==> config.mk <==
export PLATFORM = sky130hd
export DESIGN_NAME = decodez
export DESIGN_NICKNAME = d
export VERILOG_FILES = /design/src/rtl/decodez.sv
export SDC_FILE = /design/constraint.sdc
export NUM_CORES = 1
export LEC_CHECK = 0
export ABC_AREA = 1
export BUFFER_PORTS_ARGS = -buffer_cell sky130_fd_sc_hd__buf_2
export CORE_MARGIN = 2
export CORE_UTILIZATION = 23
export CTS_CLUSTER_DIAMETER = 40
export DETAILED_ROUTE_END_ITERATION = 10
export PLACE_DENSITY = 0.49
export SYNTH_ARGS = -nofsm -noshare
export SYNTH_HDL_FRONTEND = slang
export SYNTH_SLANG_ARGS = --single-unit
==> constraint.sdc <==
create_clock -name clkin -period 1.9 [get_ports clkin]
set_input_delay 0.095 -clock clkin [delete_from_list [all_inputs] [get_ports clkin]]
set_output_delay 0.095 -clock clkin [all_outputs]
set_load 0.03 [all_outputs]
==> src/rtl/decodez.sv <==
// decodez: single-lane TMDS/HDMI symbol decoder.
//
// Classifies each word-aligned 10-bit TMDS symbol (control, TERC4, video and
// data-island guard bands), tracks the lane through its control, preamble,
// video, data-island and trailing-guard phases, and produces decoded video
// bytes, control bits and TERC4 nibbles. Every output is registered with a
// fixed two-clock latency from din.
//
// Parameters:
//   CHANNEL     "BLUE", "GREEN" or "RED": selects the lane's guard-band codes
//   ISLAND_LEN  packet symbols carried between the island guard bands
//
// Ports:
//   clkin        pixel clock, rising edge
//   rstin        asynchronous reset, active high
//   din          aligned TMDS symbol, one per clock
//   iPreVideo    video preamble indication, aligned with din
//   iPreIsland   data-island preamble indication, aligned with din
//   oData        decoded video byte, held while oDE is low
//   oDE          video data period
//   oC0, oC1     last decoded control bits
//   oTerc4       decoded island nibble, qualified by oTerc4Valid
//   oGuard       a guard-band symbol is being accepted
//   oErr         one-cycle pulse on an illegal symbol
//   oErrCount    saturating count of oErr pulses
module decodez #(
    parameter string       CHANNEL    = "BLUE",
    parameter int unsigned ISLAND_LEN = 64
) (
    input  logic        clkin,
    input  logic        rstin,
    input  logic [9:0]  din,
    input  logic        iPreVideo,
    input  logic        iPreIsland,
    output logic [7:0]  oData,
    output logic        oDE,
    output logic        oC0,
    output logic        oC1,
    output logic [3:0]  oTerc4,
    output logic        oTerc4Valid,
    output logic        oGuard,
    output logic        oErr,
    output logic [15:0] oErrCount
);

    localparam bit IsBlue  = (CHANNEL == "BLUE");
    localparam bit IsGreen = (CHANNEL == "GREEN");

    localparam int unsigned IcntW = $clog2(ISLAND_LEN + 1);
    localparam logic [IcntW-1:0] LastIdx = IcntW'(ISLAND_LEN - 1);

    localparam logic [9:0] GuardA = 10'b1011001100;
    localparam logic [9:0] GuardB = 10'b0100110011;

    typedef enum logic [2:0] {
        StCtl,
        StVarm,
        StVideo,
        StDarm,
        StData,
        StTrail
    } state_e;

    // ------------------------------------------------------------------
    // Stage 1: symbol classification
    // ------------------------------------------------------------------
    logic       ctl_hit;
    logic [1:0] ctl_code;
    logic       terc_hit;
    logic [3:0] terc_nib;
    logic       vgb_hit;
    logic       dgb_hit;

    always_comb begin
        ctl_hit  = 1'b1;
        ctl_code = 2'b00;
        case (din)
            10'b1101010100: ctl_code = 2'b00;
            10'b0010101011: ctl_code = 2'b01;
            10'b0101010100: ctl_code = 2'b10;
            10'b1010101011: ctl_code = 2'b11;
            default:        ctl_hit  = 1'b0;
        endcase
    end

    always_comb begin
        terc_hit = 1'b1;
        terc_nib = 4'h0;
        case (din)
            10'b1010011100: terc_nib = 4'h0;
            10'b1001100011: terc_nib = 4'h1;
            10'b1011100100: terc_nib = 4'h2;
            10'b1011100010: terc_nib = 4'h3;
            10'b0101110001: terc_nib = 4'h4;
            10'b0100011110: terc_nib = 4'h5;
            10'b0110001110: terc_nib = 4'h6;
            10'b0100111100: terc_nib = 4'h7;
            10'b1011001100: terc_nib = 4'h8;
            10'b0100111001: terc_nib = 4'h9;
            10'b0110011100: terc_nib = 4'hA;
            10'b1011000110: terc_nib = 4'hB;
            10'b1010001110: terc_nib = 4'hC;
            10'b1001110001: terc_nib = 4'hD;
            10'b0101100011: terc_nib = 4'hE;
            10'b1011000011: terc_nib = 4'hF;
            default:        terc_hit = 1'b0;
        endcase
    end

    // The blue lane carries HSYNC/VSYNC as TERC4 during island guard bands,
    // so its guard band is any TERC4 code whose upper two bits are set.
    always_comb begin
        vgb_hit = IsGreen ? (din == GuardB) : (din == GuardA);
        dgb_hit = IsBlue ? (terc_hit && (terc_nib[3:2] == 2'b11)) : (din == GuardB);
    end

    logic [9:0] s1_din_q;
    logic       s1_ctl_q;
    logic [1:0] s1_code_q;
    logic       s1_terc_q;
    logic [3:0] s1_nib_q;
    logic       s1_vgb_q;
    logic       s1_dgb_q;
    logic       s1_pre_v_q;
    logic       s1_pre_i_q;

    always_ff @(posedge clkin or posedge rstin) begin
        if (rstin) begin
            s1_din_q   <= '0;
            s1_ctl_q   <= 1'b0;
            s1_code_q  <= '0;
            s1_terc_q  <= 1'b0;
            s1_nib_q   <= '0;
            s1_vgb_q   <= 1'b0;
            s1_dgb_q   <= 1'b0;
            s1_pre_v_q <= 1'b0;
            s1_pre_i_q <= 1'b0;
        end else begin
            s1_din_q   <= din;
            s1_ctl_q   <= ctl_hit;
            s1_code_q  <= ctl_code;
            s1_terc_q  <= terc_hit;
            s1_nib_q   <= terc_nib;
            s1_vgb_q   <= vgb_hit;
            s1_dgb_q   <= dgb_hit;
            s1_pre_v_q <= iPreVideo;
            s1_pre_i_q <= iPreIsland;
        end
    end

    // ------------------------------------------------------------------
    // Stage 2: video decode, FSM and registered outputs
    // ------------------------------------------------------------------
    logic [7:0] vid_q;
    logic [7:0] vid_byte;

    always_comb begin
        vid_q       = s1_din_q[9] ? ~s1_din_q[7:0] : s1_din_q[7:0];
        vid_byte    = '0;
        vid_byte[0] = vid_q[0];
        for (int i = 1; i < 8; i++) begin
            vid_byte[i] = s1_din_q[8] ? (vid_q[i] ^ vid_q[i-1]) : ~(vid_q[i] ^ vid_q[i-1]);
        end
    end

    state_e           state_q, state_d;
    logic [3:0]       run_q, run_d;
    logic             grd_q, grd_d;     // first of the two guard symbols seen
    logic [IcntW-1:0] icnt_q, icnt_d;

    logic pre_any;
    logic arm_guard;

    always_comb begin
        pre_any   = s1_pre_v_q | s1_pre_i_q;
        arm_guard = (state_q == StVarm) ? s1_vgb_q : s1_dgb_q;
    end

    always_ff @(posedge clkin or posedge rstin) begin
        if (rstin) begin
            state_q <= StCtl;
            run_q   <= '0;
            grd_q   <= 1'b0;
            icnt_q  <= '0;
        end else begin
            state_q <= state_d;
            run_q   <= run_d;
            grd_q   <= grd_d;
            icnt_q  <= icnt_d;
        end
    end

    always_comb begin
        state_d = state_q;
        run_d   = run_q;
        grd_d   = grd_q;
        icnt_d  = icnt_q;
        case (state_q)
            StCtl: begin
                if (s1_ctl_q && pre_any) begin
                    if (run_q == 4'd7) begin
                        run_d   = '0;
                        grd_d   = 1'b0;
                        // Video preamble takes priority if both are flagged.
                        state_d = s1_pre_v_q ? StVarm : StDarm;
                    end else begin
                        run_d = run_q + 4'd1;
                    end
                end else begin
                    run_d = '0;
                end
            end
            StVarm, StDarm: begin
                if (arm_guard) begin
                    if (grd_q) begin
                        state_d = (state_q == StVarm) ? StVideo : StData;
                        grd_d   = 1'b0;
                        icnt_d  = '0;
                    end else begin
                        grd_d = 1'b1;
                    end
                end else if (s1_ctl_q && pre_any) begin
                    grd_d = 1'b0;
                end else begin
                    state_d = StCtl;
                end
            end
            StVideo: begin
                if (s1_ctl_q) begin
                    state_d = StCtl;
                end
            end
            StData: begin
                if (s1_terc_q) begin
                    icnt_d = icnt_q + IcntW'(1);
                    if (icnt_q == LastIdx) begin
                        state_d = StTrail;
                        grd_d   = 1'b0;
                    end
                end else begin
                    state_d = StCtl;
                end
            end
            StTrail: begin
                if (s1_dgb_q) begin
                    if (grd_q) begin
                        state_d = StCtl;
                    end else begin
                        grd_d = 1'b1;
                    end
                end else begin
                    state_d = StCtl;
                end
            end
            default: state_d = StCtl;
        endcase
    end

    logic [7:0]  data_q, data_d;
    logic        de_q, de_d;
    logic [1:0]  c_q, c_d;
    logic [3:0]  terc_q, terc_d;
    logic        tv_q, tv_d;
    logic        guard_q, guard_d;
    logic        err_q, err_d;
    logic [15:0] err_cnt_q;

    always_comb begin
        data_d  = data_q;
        c_d     = c_q;
        terc_d  = terc_q;
        de_d    = 1'b0;
        tv_d    = 1'b0;
        guard_d = 1'b0;
        err_d   = 1'b0;
        case (state_q)
            StCtl: begin
                if (s1_ctl_q) begin
                    c_d = s1_code_q;
                end
            end
            StVarm, StDarm: begin
                if (arm_guard) begin
                    guard_d = 1'b1;
                end else if (s1_ctl_q && pre_any) begin
                    c_d = s1_code_q;
                end else begin
                    err_d = 1'b1;
                end
            end
            StVideo: begin
                // The closing control symbol is decoded as control, not video.
                if (s1_ctl_q) begin
                    c_d = s1_code_q;
                end else begin
                    de_d   = 1'b1;
                    data_d = vid_byte;
                end
            end
            StData: begin
                if (s1_terc_q) begin
                    tv_d   = 1'b1;
                    terc_d = s1_nib_q;
                end else begin
                    err_d = 1'b1;
                end
            end
            StTrail: begin
                if (s1_dgb_q) begin
                    guard_d = 1'b1;
                end else begin
                    err_d = 1'b1;
                end
            end
            default: ;
        endcase
    end

    always_ff @(posedge clkin or posedge rstin) begin
        if (rstin) begin
            data_q    <= '0;
            de_q      <= 1'b0;
            c_q       <= '0;
            terc_q    <= '0;
            tv_q      <= 1'b0;
            guard_q   <= 1'b0;
            err_q     <= 1'b0;
            err_cnt_q <= '0;
        end else begin
            data_q  <= data_d;
            de_q    <= de_d;
            c_q     <= c_d;
            terc_q  <= terc_d;
            tv_q    <= tv_d;
            guard_q <= guard_d;
            err_q   <= err_d;
            if (err_d && (err_cnt_q != 16'hFFFF)) begin
                err_cnt_q <= err_cnt_q + 16'd1;
            end
        end
    end

    assign oData       = data_q;
    assign oDE         = de_q;
    assign oC0         = c_q[0];
    assign oC1         = c_q[1];
    assign oTerc4      = terc_q;
    assign oTerc4Valid = tv_q;
    assign oGuard      = guard_q;
    assign oErr        = err_q;
    assign oErrCount   = err_cnt_q;

endmodule

==> results of run 1 <==
-- critical path: stages, from the launching register on --
cell     delay [ns]
dfrtp_1        0.43
ha_1           0.23
nand3_2        0.14
nor2_4         0.14
nand2_2        0.08
nor2_4         0.10
nand2_1        0.09
nand2_4        0.13
buf_4          0.15
nand2_1        0.05
o21ai_1        0.07
-- final timing paths --
path,from,slack (ns),endpoint,cells after the start
max in group asynchronous,rstin,1.20,oData[5]$_DFFE_PP0P_,4
max,oErrCount[0]$_DFFE_PP0P_,0.22,oErrCount[6]$_DFFE_PP0P_,10
min in group clkin,iPreVideo,0.41,s1_pre_v_q$_DFF_PP0_,2
max reg2reg,oErrCount[0]$_DFFE_PP0P_,0.22,oErrCount[6]$_DFFE_PP0P_,10
min,rstin,0.36,oErrCount[14]$_DFFE_PP0P_,4
min reg2reg,s1_code_q[1]$_DFF_PP0_,0.45,c_q[1]$_DFFE_PP0P_,2
-- where the power goes --
group | internal (mW) | switching (mW) | total [mW]
sequential | 1.54 | 0.0234 | 1.57
clock | 0.910 | 0.634 | 1.54
combinational | 0.134 | 0.239 | 0.373
-- per-layer routing --
metal	GRT usage [%]	part of all wire, %	vias to the layer above
li1	-	-	1607
met1	13.3	47	1474
met2	18.6	47	69
met3	3.40	4.3	17
met4	4.93	2.2	0
met5	0	0	-
-- registers in the layout (all words and copies together) (netlist names) --
| register | flops |
|---|---|
| s1_ctl_q | 1 |
| c_q | 2 |
| s1_vgb_q | 1 |
| oTerc4Valid | 1 |
| s1_din_q | 10 |
| run_q | 4 |
| s1_pre_v_q | 1 |
| oDE | 1 |
| icnt_q | 7 |
| oErr | 1 |
| oErrCount | 16 |
| s1_pre_i_q | 1 |
| s1_nib_q | 4 |
| grd_q | 1 |
| state_q | 3 |
| oData | 8 |
| s1_code_q | 2 |
| s1_terc_q | 1 |
| oGuard | 1 |
| s1_dgb_q | 1 |
| oTerc4 | 4 |
-- cell type report --
cell class	count	area, um^2	share of cell area [%]
Multi-Input combinational cell	334	1650	35.8
Inverter	50	188	4.07
Clock inverter	5	33.8	0.733
Clock buffer	10	239	5.18
Timing Repair Buffer	69	458	9.93
Sequential cell	71	1780	38.5
Tap cell	211	264	5.73
-- stage by stage --
step | worst slack (ns) | cell area (um^2) | cells | hold WS (ns) | util [%]
after CTS | 0.111 | 4570 | 747 | 0.394 | 29.9
final | 0.223 | 4610 | 750 | 0.363 | 30.1
after global placement | 0.198 | 4170 | 719 | 0.209 | 27.2
after floorplan | 0.00843 | 3640 | 459 | 0.126 | -
after detailed placement | 0.126 | 4170 | 719 | 0.217 | 27.2
after global routing | 0.0208 | 4610 | 750 | 0.415 | 30.1
-- what timing repair did --
item / CTS / global route
buffers inserted: 0 / 3
setup endpoints to repair: 0 / 9
hold buffers: 13 / 0
hold endpoints to repair: 84 / 0
-- kinds of logic after synthesis --
| family | count (synthesis) |
|---|---|
| AOI/OAI and AO/OA | 40 |
| adders and majority gates | 3 |
| and+or+nand+nor | 264 |
| xor gates and xnor gates | 27 |
| DFF | 71 |
| buffers and inverters | 54 |
-- placed cells by master, fill, tap and decap left out, types with 2 or more instances in the layout --
cell type | netlist | routed
nand2_1 | 145 | 145
dfrtp_1 | 71 | 71
nor2_1 | 50 | 50
buf_2 | 0 | 47
inv_1 | 44 | 43
nand3_1 | 38 | 38
o21ai_0 | 18 | 18
xor2_1 | 15 | 15
dlygate4sd3_1 | 0 | 13
xnor2_1 | 12 | 12
nand4_1 | 11 | 11
o21ai_1 | 9 | 9
clkbuf_16 | 0 | 9
nor3_1 | 8 | 8
inv_2 | 6 | 7
buf_4 | 1 | 7
nand2_2 | 4 | 4
a21oi_1 | 3 | 3
ha_1 | 3 | 3
o21ai_2 | 2 | 2
nor2_2 | 2 | 2
nor2_4 | 2 | 2
o22ai_1 | 2 | 2
o21bai_1 | 2 | 2
clkinv_2 | 0 | 2
clkinvlp_4 | 0 | 2
buf_12 | 0 | 2
==> flow_summary.json, run 1 <==
{
  "status": "completed",
  "ys_types": 31,
  "max_freq_ghz": 0.596,
  "muxShareOfSynthArea_pct": 0,
  "synth_warnings": 0,
  "first_global_vias": 3265,
  "end_kind": "flip-flop",
  "drt_pass1_iterations": 4,
  "synth_compound_area_share_pct": 6.70,
  "die_h_um": 130,
  "gp_congestion": 0.830,
  "numCtsBuffers": 9,
  "finalPower_mw": 3.48,
  "arrival_ns": 1.94,
  "hold_class": "in2async",
  "cts_resized": 0,
  "synth_top_area_cell": "dfrtp_1",
  "grt_max_degree": 72,
  "critical_path_class": "reg2reg",
  "yosys-top-cells-area": "dfrtp_1, nand2_1, nand3_1",
  "wl_mm": 8.54,
  "ys_async_sr_fraction_pct": 100,
  "worstPathRequired_ns": 2.16,
  "synthXorXnorAreaFrac_pct": 6.49,
  "synth_top_family_by_area": "simple AND/OR/NAND/NOR gates",
  "cts.clk_slew.worst_paths_ns": 0.06,
  "antenna_cells": 0,
  "drtAntennaViolNets": 0,
  "grt_usage_pct": 11.2,
  "rsz0062_at_grt": "false",
  "hpwlAfterDp_mm": 6.26,
  "grt_overflow": 0,
  "antenna_found_initial": 0,
  "cts_buffer_depth": 2,
  "synth-seq-cells": 71,
  "leakagePower_nw": 2.37,
  "post-route-period-util_pct": 88.2,
  "setup_viol": 0,
  "core-area_um2": 15300,
  "die_area_um2": 16900,
  "drt_iter0_markers": 153,
  "die_x_um": 130,
  "port_buffers": 47,
  "period_needed_ns": 1.68,
  "maxCapViolations": 0,
  "synth_fp_nets": 476,
  "synth_area_um2": 3640,
  "cts.sinks": 71,
  "synth_commonest_cells": "nand2_1, dfrtp_1, nor2_1",
  "insertion_delay_ns": 0.34,
  "peakVddDrop_mv": 0.451,
  "setup.worst_path.start_class": "flip-flop",
  "finalMaxSlewViolations": 0,
  "via_count": 3167,
  "nNetsFinal": 552,
  "synth_area_per_cell_um2": 7.93,
  "synth_top_area_share_pct": 48.8,
  "slew-limit-headroom_pct": 65.3,
  "ys_seq_area_share_pct": 48.8,
  "boundaryPins": 48,
  "syn_to_final_growth_pct": 26.6,
  "synth_edf_count": 0,
  "synth_fa_ha_area_share_pct": 1.03,
  "yosysMostFrequentCell": "nand2_1",
  "p_per_area_nw_per_um2": 756,
  "fin_skew_ns": 0.00601,
  "worst_pin_slew_ns": 0.516,
  "synth_top_flop_cell": "dfrtp_1",
  "drive_above_1_share_pct": 17.3,
  "cts_tree": "done",
  "synth_simple_gate_area_share_pct": 31.1,
  "routed_via_density": 4.22,
  "nFillCells": 1668,
  "grt_pass1_wl_mm": 14.8,
  "final-hold-violation-count": 0,
  "htreeDepth": 3,
  "start_util_pct": 23.8,
  "postSynthCellCount": 459,
  "rows": 45,
  "root_buffer": "clkbuf_16",
  "routedWlPerCell_um": 11.4,
  "tns_ns": 0,
  "critPathMaxFanout": 6,
  "drcViolationCount": 0
}
Power figures use the tool's default switching activity.
==> run 2: changes to the inputs <==
--- a/config.mk
+++ b/config.mk
@@ -11,7 +11,7 @@
 export CORE_UTILIZATION = 23
 export CTS_CLUSTER_DIAMETER = 40
 export DETAILED_ROUTE_END_ITERATION = 10
-export PLACE_DENSITY = 0.49
+export PLACE_DENSITY = 0.48
 export SYNTH_ARGS = -nofsm -noshare
 export SYNTH_HDL_FRONTEND = slang
 export SYNTH_SLANG_ARGS = --single-unit
==> constraint.sdc (replaced) <==
create_clock -name clkin -period 1.6 [get_ports clkin]
set_input_delay 0.08 -clock clkin [delete_from_list [all_inputs] [get_ports clkin]]
set_output_delay 0.08 -clock clkin [all_outputs]
set_load 0.03 [all_outputs]
==> run 2 against run 1 <==
  * Register-to-register slack lost 0.11 ns
  * Non-clock buffer count grew 15
  * Sequential cell count is the same
  * Fmax grew 13%
  * Critical endpoint is now oErrCount[11]$_DFFE_PP0P_
  * Combinational power grew 23%
  * Sequential power grew 18%
  * Final cell count grew 2.1%
  * Die area is the same
  * Total power grew 22%
  * Clock skew is essentially flat
==> flow_summary.json, run 2 (synthesis results as in run 1) <==
{
  "cts_tree": "done",
  "grt_overflow": 0,
  "gp_congestion": 0.860,
  "switching_share_pct": 25.9,
  "cpLargestDelayFamily": "simple AND/OR/NAND/NOR gates",
  "power_frac_seq_pct": 43.8,
  "hold_class": "in2async",
  "numCtsBuffers": 9,
  "internal_power_mw": 3.15,
  "drtAntennaViolNets": 0,
  "grt_pass1_wl_mm": 14.7,
  "rows": 45,
  "die_area_um2": 16900,
  "root_buffer": "clkbuf_16",
  "cts.clk_slew.worst_paths_ns": 0.06,
  "final_common_cell": "nand2_1",
  "worstPathCellList": "ha_4 -> nand3_2 -> nor2_4 -> nand2_2 -> nor2_4 -> nand2_1 -> nand2_4 -> inv_2 -> nand2_1 -> nand2_1",
  "critical_path_class": "reg2reg",
  "start_util_pct": 23.8,
  "design_area_um2": 4800,
  "post-route-period-util_pct": 92.8,
  "core-area_um2": 15300,
  "boundaryPins": 48,
  "place_area_um2": 4340,
  "via_count": 3228,
  "nNetsFinal": 567,
  "grt_usage_pct": 11.1,
  "peakVddDrop_mv": 0.464,
  "drcViolationCount": 0,
  "port_buffers": 47,
  "post-place-ws_ns": 0.0763,
  "routed_via_density": 4.21,
  "grt_max_degree": 72,
  "layout_common_cells": "nand2_1, dfrtp_1, nor2_1, buf_2, inv_1",
  "max_freq_ghz": 0.673,
  "worstPathRequired_ns": 1.83,
  "status": "completed",
  "cpMostUsedCell": "nand2_1",
  "routedWlPerCell_um": 11.4,
  "setup.worst_path.start_class": "flip-flop",
  "worst_pin_slew_ns": 0.421,
  "layout_setup_ws_ns": 0.115,
  "cts_buffer_depth": 2,
  "syn_to_final_growth_pct": 31.9,
  "clock_power_share_pct": 45.4,
  "setup_viol": 0,
  "drt_iter0_markers": 134,
  "nFillCells": 1668,
  "p_per_area_nw_per_um2": 886,
  "whs_ns": 0.357,
  "wl_mm": 8.70,
  "die_x_um": 130,
  "hpwlAfterDp_mm": 6.56,
  "cp_slowest_stage_delay_ns": 0.39,
  "slew-limit-headroom_pct": 71.7,
  "largest_reg_flops": 16,
  "die_h_um": 130,
  "critPathMaxFanout": 9,
  "maxCapViolations": 0,
  "cts.sinks": 71,
  "p_comb_share_pct": 10.8,
  "crit_slowest_cell": "dfrtp_2",
  "leakagePower_nw": 2.45,
  "drive_above_1_share_pct": 22.0,
  "antenna_found_initial": 0,
  "htreeDepth": 3,
  "finalMaxSlewViolations": 0,
  "finalPower_mw": 4.25,
  "drt_pass1_iterations": 4,
  "rsz0062_at_grt": "true",
  "path_buf_inv": 1,
  "switchingPower_mw": 1.10,
  "arrival_ns": 1.71,
  "antenna_cells": 0,
  "insertion_delay_ns": 0.34,
  "end_kind": "flip-flop",
  "final-hold-violation-count": 0,
  "first_global_vias": 3274,
  "fin_skew_ns": 0.00552,
  "period_needed_ns": 1.48
}
[run 2: final cells by class]
| type | instances | area, um^2 | share of cell area (%) |
|---|---|---|---|
| Tap cell | 211 | 264 | 5.50 |
| Timing Repair Buffer | 84 | 583 | 12.1 |
| Inverter | 50 | 191 | 3.99 |
| Sequential cell | 71 | 1780 | 37.1 |
| Multi-Input combinational cell | 334 | 1690 | 35.1 |
| Clock inverter | 5 | 41.3 | 0.860 |
| Clock buffer | 11 | 253 | 5.26 |
[run 2: final timing paths]
check	from	endpoint	slack [ns]	cells past startpoint
worst min-delay path	rstin	oErrCount[14]$_DFFE_PP0P_	0.36	4
max in group asynchronous	rstin	state_q[1]$_DFFE_PP0P_	0.88	4
worst min register to register	s1_nib_q[3]$_DFF_PP0_	oTerc4[3]$_DFFE_PP0P_	0.45	2
min in group clkin	iPreVideo	s1_pre_v_q$_DFF_PP0_	0.40	2
worst max register to register	oErrCount[0]$_DFFE_PP0P_	oErrCount[11]$_DFFE_PP0P_	0.12	10
worst max-delay path	oErrCount[0]$_DFFE_PP0P_	oErrCount[11]$_DFFE_PP0P_	0.12	10
[run 2: timing repair]
item / in CTS / in global routing
gates resized for setup: 0 / 10
hold buffers: 13 / 0
buffers inserted: 0 / 1
hold endpoints to repair: 84 / 0
setup endpoints to repair: 0 / 26
[run 2: power by group through the flow]
| stage | clock network, mW | logic (mW) | registers (mW) |
|---|---|---|---|
| 3_5_place_dp | 0 | 0.440 | 1.89 |
| 6_report | 1.93 | 0.460 | 1.86 |
| 3_3_place_gp | 0 | 0.439 | 1.89 |
| 5_1_grt | 2.10 | 0.528 | 1.87 |
| 2_1_floorplan | 0 | 0.258 | 1.91 |
| 4_1_cts | 2.02 | 0.465 | 1.86 |
[run 2: layer usage]
metal / wire length, um / global-route usage, % / up-vias
met2: 4140 / 18.6 / 68
li1: - / - / 1641
met3: 400 / 4.22 / 16
met1: 4010 / 12.9 / 1503
met5: 0 / 0 / -
met4: 154 / 4.17 / 0
[run 2: worst min-delay path: stages]
cell and delay [ns]:
dlygate4sd3_1 0.53, buf_2 0.13, clkinvlp_4 0.07, buf_12 0.28
[run 2: metrics by stage]
stage	cells	TNS, ns	util [%]
finish	766	0	31.4
global route	766	-0.0253	31.4
CTS	765	0	31.1
detailed placement	736	0	28.4
global placement	736	0	28.4
floorplan	459	0	-
